`src/rtl/lk_destport_queue_pkg.sv`:
```
// Shared widths and log2 helper for the look-ahead destination-port queue.
// These definitions are also used by the routing and VC-allocation blocks.
package lk_destport_queue_pkg;

    localparam int unsigned LKDP_V         = 4;
    localparam int unsigned LKDP_DSTPW     = 4;
    localparam int unsigned LKDP_PKT_DEPTH = 2;

    // Ceiling log2; returns 0 for n <= 1.
    function automatic int unsigned lkdp_log2(input int unsigned n);
        int unsigned r;
        r = 0;
        for (int unsigned i = 0; i < 32; i++) begin
            if ((64'(1) << i) < 64'(n)) r = i + 1;
        end
        return r;
    endfunction

    // Pointer needs at least one bit even when only one entry exists.
    function automatic int unsigned lkdp_ptr_w(input int unsigned depth);
        return (lkdp_log2(depth) == 0) ? 1 : lkdp_log2(depth);
    endfunction

    function automatic int unsigned lkdp_cnt_w(input int unsigned depth);
        return lkdp_log2(depth + 1);
    endfunction

    localparam int unsigned LKDP_DSTP_SEL_W = lkdp_log2(LKDP_DSTPW);
    localparam int unsigned LKDP_PTR_W      = lkdp_ptr_w(LKDP_PKT_DEPTH);
    localparam int unsigned LKDP_CNT_W      = lkdp_cnt_w(LKDP_PKT_DEPTH);

endpackage

```
`src/rtl/lk_destport_queue_if.sv`:
```
// Write/pop/status bundle between an input port's VC logic and its destport queue.
interface lk_destport_queue_if
    import lk_destport_queue_pkg::*;
#(
    parameter int unsigned V     = LKDP_V,
    parameter int unsigned DSTPw = LKDP_DSTPW
);
    logic [V-1:0]         wr_en;
    logic [DSTPw-1:0]     lkdestport_in;
    logic [V-1:0]         rd_en;
    logic [V*DSTPw-1:0]   lkdestport_out;
    logic [V-1:0]         lkdest_valid;
    logic [V-1:0]         full;
    logic                 overflow_err;

    modport master (
        output wr_en, lkdestport_in, rd_en,
        input  lkdestport_out, lkdest_valid, full, overflow_err
    );

    modport slave (
        input  wr_en, lkdestport_in, rd_en,
        output lkdestport_out, lkdest_valid, full, overflow_err
    );
endinterface

```
`src/rtl/lk_destport_queue_vc_queue.sv`:
```
// Single-VC circular buffer of look-ahead destports (lkdp_vc_queue).
// Optional LKDP_QUEUE_BYPASS_EN forwards a write into an empty queue combinationally.
module lkdp_vc_queue
    import lk_destport_queue_pkg::*;
#(
    parameter int unsigned DSTPw     = LKDP_DSTPW,
    parameter int unsigned PKT_DEPTH = LKDP_PKT_DEPTH
) (
    input  logic             clk,
    input  logic             reset,
    input  logic             wr_i,
    input  logic             rd_i,
    input  logic [DSTPw-1:0] data_i,
    output logic [DSTPw-1:0] data_o,
    output logic             valid_o,
    output logic             full_o,
    output logic             err_c_o
);
    localparam int unsigned PTR_W = lkdp_ptr_w(PKT_DEPTH);
    localparam int unsigned CNT_W = lkdp_cnt_w(PKT_DEPTH);

    logic [DSTPw-1:0] mem_q [PKT_DEPTH];
    logic [DSTPw-1:0] mem_d [PKT_DEPTH];
    logic [PTR_W-1:0] wr_ptr_q, wr_ptr_d, rd_ptr_q, rd_ptr_d;
    logic [CNT_W-1:0] count_q, count_d;
    logic             empty, full, push, pop;

    function automatic logic [PTR_W-1:0] ptr_inc(input logic [PTR_W-1:0] p);
        return (p == PTR_W'(PKT_DEPTH - 1)) ? '0 : p + PTR_W'(1);
    endfunction

    always_comb begin
        empty = (count_q == '0);
        full  = (count_q == CNT_W'(PKT_DEPTH));
`ifdef LKDP_QUEUE_BYPASS_EN
        // Write+pop on an empty queue consumes the entry in flight.
        push    = wr_i & (~full | rd_i) & ~(empty & rd_i);
        pop     = rd_i & ~empty;
        err_c_o = (wr_i & full & ~rd_i) | (rd_i & empty & ~wr_i);
`else
        push    = wr_i & (~full | rd_i);
        pop     = rd_i & ~empty;
        err_c_o = (wr_i & full & ~rd_i) | (rd_i & empty);
`endif
    end

    always_comb begin
        mem_d    = mem_q;
        wr_ptr_d = wr_ptr_q;
        rd_ptr_d = rd_ptr_q;
        count_d  = count_q;
        if (push) begin
            mem_d[wr_ptr_q] = data_i;
            wr_ptr_d        = ptr_inc(wr_ptr_q);
        end
        if (pop) rd_ptr_d = ptr_inc(rd_ptr_q);
        if (push && !pop)      count_d = count_q + CNT_W'(1);
        else if (pop && !push) count_d = count_q - CNT_W'(1);
    end

    always_ff @(posedge clk or posedge reset) begin
        if (reset) begin
            for (int i = 0; i < int'(PKT_DEPTH); i++) mem_q[i] <= '0;
            wr_ptr_q <= '0;
            rd_ptr_q <= '0;
            count_q  <= '0;
        end else begin
            mem_q    <= mem_d;
            wr_ptr_q <= wr_ptr_d;
            rd_ptr_q <= rd_ptr_d;
            count_q  <= count_d;
        end
    end

    always_comb begin
        data_o  = empty ? '0 : mem_q[rd_ptr_q];
        valid_o = ~empty;
        full_o  = full;
`ifdef LKDP_QUEUE_BYPASS_EN
        if (empty && wr_i) begin
            data_o  = data_i;
            valid_o = 1'b1;
        end
`endif
    end
endmodule

```
`src/rtl/lk_destport_queue.sv`:
```
// Per-VC look-ahead destport queues for one router input port; sticky overflow/underflow flag.
// Build option: LKDP_QUEUE_BYPASS_EN (same-cycle forwarding into an empty VC).
module lk_destport_queue
    import lk_destport_queue_pkg::*;
#(
    parameter int unsigned V         = LKDP_V,
    parameter int unsigned DSTPw     = LKDP_DSTPW,
    parameter int unsigned PKT_DEPTH = LKDP_PKT_DEPTH
) (
    input  logic                 clk,
    input  logic                 reset,
    lk_destport_queue_if.slave   q
);
    logic [V-1:0]       wr_sel;
    logic [V-1:0]       vc_err;
    logic [V-1:0]       vc_valid;
    logic [V-1:0]       vc_full;
    logic [V*DSTPw-1:0] vc_data;
    logic               overflow_err_q, overflow_err_d;

    // Only the lowest set write-enable bit is honoured.
    assign wr_sel = q.wr_en & (~q.wr_en + V'(1));

    for (genvar i = 0; i < int'(V); i++) begin : g_vc
        lkdp_vc_queue #(
            .DSTPw     (DSTPw),
            .PKT_DEPTH (PKT_DEPTH)
        ) u_vc (
            .clk     (clk),
            .reset   (reset),
            .wr_i    (wr_sel[i]),
            .rd_i    (q.rd_en[i]),
            .data_i  (q.lkdestport_in),
            .data_o  (vc_data[i*DSTPw +: DSTPw]),
            .valid_o (vc_valid[i]),
            .full_o  (vc_full[i]),
            .err_c_o (vc_err[i])
        );
    end

    assign overflow_err_d = overflow_err_q | (|vc_err);

    always_ff @(posedge clk or posedge reset) begin
        if (reset) overflow_err_q <= 1'b0;
        else       overflow_err_q <= overflow_err_d;
    end

    assign q.lkdestport_out = vc_data;
    assign q.lkdest_valid   = vc_valid;
    assign q.full           = vc_full;
    assign q.overflow_err   = overflow_err_q;
endmodule
```
`src/flat_wrapper.sv`:
```
// flat-port wrapper written by rule: the top's interface ports become plain ports
module lk_destport_queue_flat import lk_destport_queue_pkg::*;
#(
    parameter int unsigned V         = LKDP_V,
    parameter int unsigned DSTPw     = LKDP_DSTPW,
    parameter int unsigned PKT_DEPTH = LKDP_PKT_DEPTH
)
  (clk, reset, q_wr_en, q_lkdestport_in, q_rd_en, q_lkdestport_out, q_lkdest_valid, q_full, q_overflow_err);
  lk_destport_queue_if #(.V(V), .DSTPw(DSTPw)) q_i ();
  input  logic clk;
  input  logic reset;
  input wire logic [$bits(q_i.wr_en)-1:0] q_wr_en;
  input wire logic [$bits(q_i.lkdestport_in)-1:0] q_lkdestport_in;
  input wire logic [$bits(q_i.rd_en)-1:0] q_rd_en;
  output wire logic [$bits(q_i.lkdestport_out)-1:0] q_lkdestport_out;
  output wire logic [$bits(q_i.lkdest_valid)-1:0] q_lkdest_valid;
  output wire logic [$bits(q_i.full)-1:0] q_full;
  output wire logic [$bits(q_i.overflow_err)-1:0] q_overflow_err;
  assign q_i.wr_en = q_wr_en;
  assign q_i.lkdestport_in = q_lkdestport_in;
  assign q_i.rd_en = q_rd_en;
  assign q_lkdestport_out = q_i.lkdestport_out;
  assign q_lkdest_valid = q_i.lkdest_valid;
  assign q_full = q_i.full;
  assign q_overflow_err = q_i.overflow_err;
  lk_destport_queue #(.V(V), .DSTPw(DSTPw), .PKT_DEPTH(PKT_DEPTH)) u_core (.clk(clk), .reset(reset), .q(q_i));
endmodule
```
`config.mk`:
```
export PLATFORM = sky130hd
export DESIGN_NAME = lk_destport_queue_flat
export DESIGN_NICKNAME = d
export VERILOG_FILES = /design/src/rtl/lk_destport_queue_pkg.sv /design/src/rtl/lk_destport_queue_if.sv /design/src/rtl/lk_destport_queue_vc_queue.sv /design/src/rtl/lk_destport_queue.sv /design/src/flat_wrapper.sv
export SDC_FILE = /design/constraint.sdc
export NUM_CORES = 1
export LEC_CHECK = 0
export ABC_AREA = 1
export BUFFER_PORTS_ARGS = -buffer_cell sky130_fd_sc_hd__buf_2
export CAP_MARGIN = 20
export CELL_PAD_IN_SITES_DETAIL_PLACEMENT = 1
export CELL_PAD_IN_SITES_GLOBAL_PLACEMENT = 1
export CORE_ASPECT_RATIO = 0.5
export CORE_MARGIN = 4
export CORE_UTILIZATION = 29
export CTS_CLUSTER_DIAMETER = 50
export DETAILED_ROUTE_END_ITERATION = 8
export PLACE_DENSITY_LB_ADDON = 0.1
export SYNTH_ARGS = -nofsm -noshare
export SYNTH_HDL_FRONTEND = slang
export SYNTH_SLANG_ARGS = --single-unit
```
`constraint.sdc`:
```
create_clock -name clk -period 1.85 [get_ports clk]
set_clock_uncertainty 0.1 [all_clocks]
set_input_delay 0.37 -clock clk [delete_from_list [all_inputs] [get_ports clk]]
set_output_delay 0.37 -clock clk [all_outputs]
set_load 0.02 [all_outputs]
```
==> results of run 1 <==
## flip-flops by register name, summed over array words and instances, names as in the netlist
register and count:
u_core.q.overflow_err 1, u_core.g_vc.u_vc.rd_ptr_q 4, u_core.g_vc.u_vc.wr_ptr_q 4, u_core.g_vc.u_vc.count_q 8, u_core.g_vc.u_vc.mem_q 32
## cells in the final DEF, fill, tap and decap left out
| master | synthesis | final |
|---|---|---|
| xnor2_1 | 5 | 5 |
| nand3_2 | 3 | 3 |
| clkinv_4 | 0 | 1 |
| buf_4 | 10 | 8 |
| a21oi_1 | 17 | 17 |
| nor2_1 | 20 | 20 |
| clkbuf_16 | 0 | 5 |
| xor2_1 | 7 | 7 |
| nor2_4 | 2 | 2 |
| buf_12 | 0 | 1 |
| nand3_1 | 7 | 7 |
| inv_2 | 4 | 7 |
| nand2_2 | 4 | 4 |
| ha_1 | 4 | 4 |
| clkbuf_8 | 0 | 1 |
| nand3b_2 | 1 | 1 |
| nand4_1 | 8 | 8 |
| nor2_2 | 5 | 5 |
| nand2_1 | 139 | 139 |
| buf_2 | 0 | 38 |
| inv_1 | 31 | 28 |
| clkinv_2 | 0 | 1 |
| dfrtp_1 | 49 | 49 |
| o21ai_0 | 8 | 8 |
## critical path, delay by kind of cell (launching register included)
kind                   cells  cell delay, ns
DFF                        1            0.43
AOI/OAI and AO/OA          1            0.17
and+or+nand+nor            1            0.07
buffers and inverters      2            0.35
## final timing paths
path / end / depth (start not counted) / slack, ns
min in group clk: u_core.g_vc[3].u_vc.rd_ptr_q / 3 / 0.31
max reg2reg: u_core.g_vc[1].u_vc.count_q[1] / 8 / 0.16
min: u_core.g_vc[2].u_vc.mem_q[4] / 3 / 0.02
max: q_lkdestport_out[3] / 4 / 0.06
min reg2reg: u_core.g_vc[0].u_vc.mem_q[4] / 2 / 0.37
max in group asynchronous: u_core.g_vc[3].u_vc.wr_ptr_q / 3 / 1.40
## power by group
| group | leakage, nW | switching (mW) | internal (mW) | total, mW |
|---|---|---|---|---|
| Clock | 0.0768 | 0.411 | 0.539 | 0.950 |
| Sequential | 0.598 | 0.440 | 1.59 | 2.03 |
| Combinational | 0.932 | 1.51 | 0.857 | 2.37 |
| Total | 1.61 | 2.36 | 2.99 | 5.35 |
## stage by stage
stage / cell area (um^2) / instances / setup slack, ns / hold WS [ns] / utilization
final: 3000 / 481 / 0.0645 / 0.0185 / 0.366
after floorplan: 2510 / 324 / 0.154 / 0.342 / -
after CTS: 3000 / 481 / 0.0288 / 0.0275 / 0.366
after global routing: 3000 / 481 / 0.00530 / 0.0437 / 0.366
after global placement: 2850 / 473 / 0.113 / 0.340 / 0.348
after detailed placement: 2850 / 473 / 0.0842 / 0.350 / 0.348
## per-layer routing
metal,track usage,routed length (um),part of all wire,vias up
li1,-,-,-,1082
met1,0.198,3640,0.53,1054
met2,0.224,3010,0.44,30
met3,0.0332,185,0.027,5
met4,0.0354,64,0.0093,0
met5,0,0,0,-
## cell type report
type                    instances  area [um^2]
fillers                      1036         5200
repair buffers                 47          270
clock buffers                   6          139
multi-input cells             230         1080
flip-flops and latches         49         1230
clock inverters                 2         13.8
well taps                     112          140
inverters                      35          131
## logic make-up after synthesis
group	Yosys count
buf+inv	45
simple gates	189
flops	49
compound gates	25
xor+xnor	12
fa+ha+maj	4
## timing repair
action / in CTS / in global routing
endpoints found under the setup margin: 0 / 5
endpoints found under the hold margin: 0 / 0
resized for setup: 0 / 2
hold buffers: 0 / 0
==> metrics.txt, run 1 <==
period utilisation layout 0.965; Seq cells post-synth 49; crit-path cells nor2_2, buf_4, a21oi_1, buf_2; CTS buffer count 5; RSZ-0062 raised after global routing false; Final Hold Vio Count 0; share of cells above drive strength 1 0.209; fmax 560 MHz; H-tree Lvls 2; normalized max-slew margin 0.799; CP Max Fanout 5; critical path required time 1.38 ns; post-CTS setup buffer count 0; DR vias 2171; Setup crit start kind flop; I/O pin count 39; CP max stage delay 0.43 ns; prevailing post-synth register cell dfrtp_1; top-count cell post-synth nand2_1; input/output buffers 38; GP Congestion 0.752; status finished, final reports clean; Mapped Nets 342; antenna violations before repair 0; adder-cell share of the synthesized area 0.0199; Sink Count 49; Ys Warns 0; Synth Area per Inst 7.76 um^2; Synth Area in Compound Gates 0.0498; Area Growth Syn to Fin 19.4%; number of max-cap violations 0; Power Total 5.35 mW; number of synthesized flops with an enable pin 0; TritonCTS clock tree done; num rows 23; sequential fraction of the synthesis area 0.488; Core Area 8200 um^2; Slew @ Worst Pin 0.301 ns; Die Area 10300 um^2; Initial Util 0.307; VDD IR max 0.000606 V; Hold Path Class in2async; Tmin final 1.79 ns; Clk Latency, worst-skew pair 0.29 ns; setup-violating endpoint count in the final report 0; Setup TNS 0 ns; FF-to-FF Start u_core.g_vc[1].u_vc.count_q[0]; Slew Limit Fails 0; asr flop ratio synth 1.00; largest family of logic cells by synthesized area simple AND/OR/NAND/NOR gates; antenna cells 0; Die Wd 140 um; Congestion Overflow GR 0; Netlist cell types 18; mux cell area share after synthesis 0; Synth top area share 0.488; Nets 386; cell area power density 1780 nW/um^2; die height 73.9 um; top cells by count, synth nand2_1 (139), dfrtp_1 (49), inv_1 (31), nor2_1 (20), a21oi_1 (17); Post-route DRC 0; Critical Path Start u_core.g_vc[0].u_vc.count_q[0]; post-detailed-route wirelength per cell 14.3 um; Setup crit end kind output pin; largest net degree at the start of global routing 50; Synth area leader dfrtp_1; DRT iter0 DRCs 162; Cell Area, Synth 2510 um^2; clk buf depth 2; first-pass GRT wire length 11400 um; clk slew on worst S/H paths 0.07 ns; static leakage 1.61 nW; HPWL Detailed 5280 um; CP max stage cell dfrtp_1; crit path kind reg2out; Clock Root Buffer clkbuf_16; Synth Area in XOR/XNOR 0.0418; DR pass1 iterations 4; Simple-Gate Fraction of Synth Area 0.319; vias in the first global route 2294; Total GRT Usage 0.142; vias per std cell 4.51; cell count after synthesis 324; CP arrival 1.32 ns; drt total wl 6900 um; dominant cells by area after synthesis dfrtp_1 (49%), nand2_1 (21%), inv_1 (4.6%); Routed Antenna Nets 0
Note: power is estimated with default switching activity, not from simulation.
==> run 2: changes to the inputs <==
--- a/config.mk
+++ b/config.mk
@@ -19,3 +19,4 @@
 export SYNTH_ARGS = -nofsm -noshare
 export SYNTH_HDL_FRONTEND = slang
+export SYNTH_HIERARCHICAL = 1
 export SYNTH_SLANG_ARGS = --single-unit
--- a/constraint.sdc
+++ b/constraint.sdc
@@ -3,3 +3,3 @@
 set_input_delay 0.37 -clock clk [delete_from_list [all_inputs] [get_ports clk]]
 set_output_delay 0.37 -clock clk [all_outputs]
-set_load 0.02 [all_outputs]
+set_load 0.1 [all_outputs]
==> run 2 against run 1 <==
  * Synthesized cell count increased by 3.1%
  * Worst setup slack got worse by 0.022 ns
  * Count of clock-buffer cells in the layout unchanged
  * Critical endpoint is now q_lkdest_valid[3]
  * Critical path depth decreased by 1
  * Critical path type unchanged
  * First-iteration DRC count decreased by 25%
  * Register-to-register slack got worse by 0.02 ns
  * Synthesized area increased by 6.9%
==> metrics.txt, run 2 <==
cell count after synthesis 334; num rows 24; first-pass GRT wire length 13000 um; Post-route DRC 0; Ys Warns 6; Netlist cell types 18; Mapped Nets 352; input/output buffers 38; top cells by count, synth nand2_1 (126), dfrtp_1 (49), inv_1 (36), nand4_1 (36), a21oi_1 (16); Slew @ Worst Pin 0.494 ns; vias in the first global route 2524; antenna cells 0; Tmin final 1.81 ns; Synth area leader dfrtp_1; Post-Place Cells 493; vias per std cell 4.72; area of the multi-input gates 1410 um^2; largest net degree at the start of global routing 16; HPWL Detailed 6140 um; R2R depth 10; normalized max-slew margin 0.670; Sink Count 49; Synth top area share 0.456; crit path kind reg2out; number of max-cap violations 0; share of cells above drive strength 1 0.315; FF-to-FF Start u_core/g_vc[1].u_vc/count_q[0]; Initial Util 0.303; cell area after layout 3790 um^2; Die Wd 144 um; Worst Setup EP q_lkdest_valid[3]; Setup crit end kind output pin; Clk Latency, worst-skew pair 0.30 ns; H-tree Lvls 2; Routed Antenna Nets 0; RR Endpoint u_core/g_vc[1].u_vc/count_q[1]; most common cell after layout, fill and taps aside nand2_1; Synth Area per Inst 8.05 um^2; Critical Path Start u_core/g_vc[3].u_vc/count_q[1]; antenna violations before repair 0; critical path required time 1.38 ns; period utilisation layout 0.977; WHS 0.267 ns; TritonCTS clock tree done; Final Hold Vio Count 0; Slew Limit Fails 0; Die Area 11000 um^2; top-count cell post-synth nand2_1; dpl cell area 3510 um^2; max reg flops 32; sequential fraction of the synthesis area 0.456; Area Growth Syn to Fin 41.2%; Core Area 8860 um^2; drt total wl 7840 um; DR vias 2412; Nets 411; R2R Setup Slk 0.14 ns; status finished, final reports clean; Reg area 1230 um^2; Setup TNS 0 ns; GP Congestion 0.796; CTS buffer count 5; setup-violating endpoint count in the final report 0; CP Max Fanout 4; CP arrival 1.34 ns; # fillers 1044; Hold Path Class in2reg; I/O pin count 39; dominant cells by area after synthesis dfrtp_1 (46%), nand2_1 (18%), nand4_1 (8.4%); biggest regs u_core/g_vc.u_vc/mem_q: 32 flops, u_core/g_vc.u_vc/count_q: 8 flops; post-detailed-route wirelength per cell 15.3 um; Total GRT Usage 0.149; die height 76.1 um; most frequent cells in the layout nand2_1 (126), dfrtp_1 (48), nand4_1 (36), inv_1 (32), buf_12 (23); fmax 553 MHz; Congestion Overflow GR 0; Layout Cells excl Fill 511; number of synthesized flops with an enable pin 0; Cell Area, Synth 2690 um^2; Seq cells post-synth 49; Setup crit start kind flop; clk slew on worst S/H paths 0.07 ns; DR pass1 iterations 4; DRT iter0 DRCs 121; asr flop ratio synth 1.00; prevailing post-synth register cell dfrtp_1; Largest Register u_core/g_vc.u_vc/mem_q; Clock Root Buffer clkbuf_16; clk buf depth 2
==> run 2: logic make-up (layout without fill, tap and decap cells) <==
kind of cell	after synthesis	in the layout	synth area share
and+or+nand+nor	200	200	0.364
buffers and inverters	53	113	0.0871
DFF	49	49	0.456
AOI/OAI and AO/OA	20	20	0.0372
xor gates and xnor gates	8	8	0.0372
adders and majority gates	4	4	0.0186
==> run 2: final cells by class <==
cell class	count	share of cell area
Multi-Input combinational cell	232	0.371
Sequential cell	49	0.323
Timing Repair Buffer	60	0.185
Inverter	45	0.0445
Tap cell	117	0.0386
Clock buffer	6	0.0340
Clock inverter	2	0.00396
==> run 2: worst max-delay path, stage by stage (launching register included) <==
cell,delay (ns)
dfrtp_1,0.46
nor2_4,0.08
inv_2,0.08
buf_2,0.42
==> run 2: worst min path at each step <==
stage                from  slack, ns  cells after the start                           end
3_5_place_dp        reset       0.17                      2         u_core/q.overflow_err
5_1_grt        q_rd_en[2]       0.28                      3  u_core/g_vc[2].u_vc/rd_ptr_q
6_report       q_rd_en[1]       0.27                      3  u_core/g_vc[1].u_vc/rd_ptr_q
3_3_place_gp        reset       0.16                      2         u_core/q.overflow_err
2_1_floorplan       reset     -0.001                      1         u_core/q.overflow_err
4_1_cts        q_rd_en[1]       0.26                      3  u_core/g_vc[1].u_vc/rd_ptr_q
==> run 2: metal layers <==
layer,GRT usage,up-vias,part of all wire
met2,0.224,28,0.46
li1,-,1196,-
met4,0.0307,0,0.0089
met5,0,-,0
met1,0.218,1181,0.50
met3,0.0370,7,0.037
==> run 2: stage by stage <==
step | utilization | setup slack, ns
after floorplan | - | -0.152
after global placement | 0.396 | 0.0863
after detailed placement | 0.396 | 0.0560
after CTS | 0.421 | -0.0385
after global routing | 0.428 | -0.00357
final | 0.428 | 0.0426
==> run 2: repair_timing <==
item / in CTS / in global routing
buffers inserted: 2 / 7
pin swaps: 2 / 3
endpoints found under the setup margin: 20 / 14
hold buffers: 1 / 0
gates resized for setup: 9 / 2
hold endpoints to repair: 1 / 0
Power of run 2 is left out: the tool's default activity adds up to more than one toggle a clock period on the data nets, which glitch-free logic cannot reach.
==> run 3: changes to the inputs <==
--- a/config.mk
+++ b/config.mk
@@ -13,5 +13,5 @@
 export CORE_ASPECT_RATIO = 0.5
 export CORE_MARGIN = 4
-export CORE_UTILIZATION = 29
+export CORE_UTILIZATION = 42
 export CTS_CLUSTER_DIAMETER = 50
 export DETAILED_ROUTE_END_ITERATION = 8
==> constraint.sdc (replaced) <==
create_clock -name clk -period 1.85 [get_ports clk]
set_clock_uncertainty 0.1 [all_clocks]
set_input_delay 0.2775 -clock clk [delete_from_list [all_inputs] [get_ports clk]]
set_output_delay 0.2775 -clock clk [all_outputs]
set_load 0.1 [all_outputs]
==> run 3 against run 2 <==
  * Register-to-register slack better by 0.08 ns
  * Critical endpoint is now q_lkdestport_out[5]
  * Count of clock-buffer cells in the layout unchanged
  * Wire length up 4.6%
  * Core utilization up 15 points
  * Cell count down 7.2%
  * Flip-flop and latch count unchanged
  * Non-clock buffer count down 8
  * Highest routed layer unchanged
==> metrics.txt, run 3 (same netlist as run 2, synthesis figures left out) <==
Setup crit start kind flop; biggest regs u_core/g_vc.u_vc/mem_q: 32 flops, u_core/g_vc.u_vc/count_q: 8 flops; GP Congestion 0.801; antenna cells 0; Largest delay share family, worst path flip-flops; TritonCTS clock tree done; Crit path buffers/inverters 2; input/output buffers 38; WHS 0.183 ns; Largest Register u_core/g_vc.u_vc/mem_q; number of max-cap violations 0; normalized max-slew margin 0.644; DR pass1 iterations 4; DR vias 2464; CP Max Fanout 5; Die Area 7820 um^2; I/O pin count 39; Final Core Density 0.580; Setup TNS 0 ns; first-pass GRT wire length 13400 um; Layout Cells excl Fill 474; Hold Path Class in2reg; share of cells above drive strength 1 0.303; Post-Place Cells 464; area of the multi-input gates 1340 um^2; clk slew on worst S/H paths 0.07 ns; vias in the first global route 2619; Initial Util 0.438; post-detailed-route wirelength per cell 17.3 um; Die Wd 121 um; die height 64.6 um; CP arrival 1.40 ns; Slew Limit Fails 0; most common cell after layout, fill and taps aside nand2_1; Setup crit end kind output pin; CP max stage cell dfrtp_1; period utilisation layout 0.963; Post-route DRC 0; RSZ-0062 raised after global routing false; # fillers 755; num rows 20; largest net degree at the start of global routing 16; Slew @ Worst Pin 0.533 ns; H-tree Lvls 2; vias per std cell 5.20; max reg flops 32; Congestion Overflow GR 0; crit path kind reg2out; DRT iter0 DRCs 121; Core Area 6130 um^2; drt total wl 8200 um; Final Hold Vio Count 0; Routed Antenna Nets 0; antenna violations before repair 0; critical path required time 1.47 ns; most frequent cells in the layout nand2_1 (126), dfrtp_1 (48), nand4_1 (36), inv_1 (32), buf_2 (22); Clk Latency, worst-skew pair 0.29 ns; CP max stage delay 0.47 ns; clk buf depth 2; fmax 561 MHz; Reg area 1230 um^2; Sink Count 49; Area Growth Syn to Fin 32.3%; Clock Root Buffer clkbuf_16; HPWL Detailed 5930 um; CTS buffer count 5; Nets 403; Tmin final 1.78 ns; setup-violating endpoint count in the final report 0; Total GRT Usage 0.223; status finished, final reports clean; crit-path cells nor2_2, buf_4, a21oi_2, buf_12
==> run 3: routing by layer <==
| metal | global-route usage | vias to the layer above | part of all wire | wire, um |
|---|---|---|---|---|
| li1 | - | 1173 | - | - |
| met1 | 0.288 | 1229 | 0.46 | 3740 |
| met2 | 0.382 | 48 | 0.49 | 3990 |
| met3 | 0.0445 | 14 | 0.041 | 338 |
| met4 | 0.0670 | 0 | 0.017 | 138 |
| met5 | 0 | - | 0 | 0 |
==> run 3: per-stage QoR <==
stage	setup WS, ns	cell area, um^2
global route	0.0106	3560
finish	0.0679	3560
global placement	0.308	3350
detailed placement	0.211	3350
CTS	0.0492	3540
floorplan	-0.0594	2790
==> run 3: worst reg2reg max path: stages (launching register included) <==
cell and delay (ns):
dfrtp_1 0.47, inv_2 0.09, nand3_2 0.08, nand2_1 0.10, inv_1 0.05, ha_1 0.32, inv_1 0.11, nand3_1 0.09
nand2_1 0.06, nand2_1 0.05
==> run 3: area by class of cell <==
class	instances	share of cell area
Clock buffer	6	0.0391
Clock inverter	2	0.0106
Inverter	45	0.0475
Multi-Input combinational cell	232	0.375
Sequential cell	49	0.345
Tap cell	88	0.0310
Timing Repair Buffer	52	0.151
==> run 3: repair_timing <==
item | 4_1_cts | 5_1_grt
gates resized for setup | 3 | 3
setup buffers | 0 | 1
hold endpoints to repair | 49 | 0
setup endpoints to repair | 3 | 4
pin swaps | 0 | 1
hold buffers | 1 | 0
==> run 3: final timing paths <==
kind                       slack (ns)                           start                              to  cells past startpoint
hold reg to reg                  0.39    u_core/g_vc[0].u_vc/mem_q[4]    u_core/g_vc[0].u_vc/mem_q[4]                      2
min in group asynchronous        0.30                           reset           u_core/q.overflow_err                      3
setup reg to reg                 0.22  u_core/g_vc[3].u_vc/count_q[0]  u_core/g_vc[3].u_vc/count_q[1]                      9
setup / recovery                 0.07  u_core/g_vc[1].u_vc/count_q[0]             q_lkdestport_out[5]                      4
max in group asynchronous        0.79                           reset  u_core/g_vc[0].u_vc/count_q[0]                      3
hold / removal                   0.18                      q_rd_en[2]    u_core/g_vc[2].u_vc/rd_ptr_q                      3
Power of run 3 is left out for the same reason.
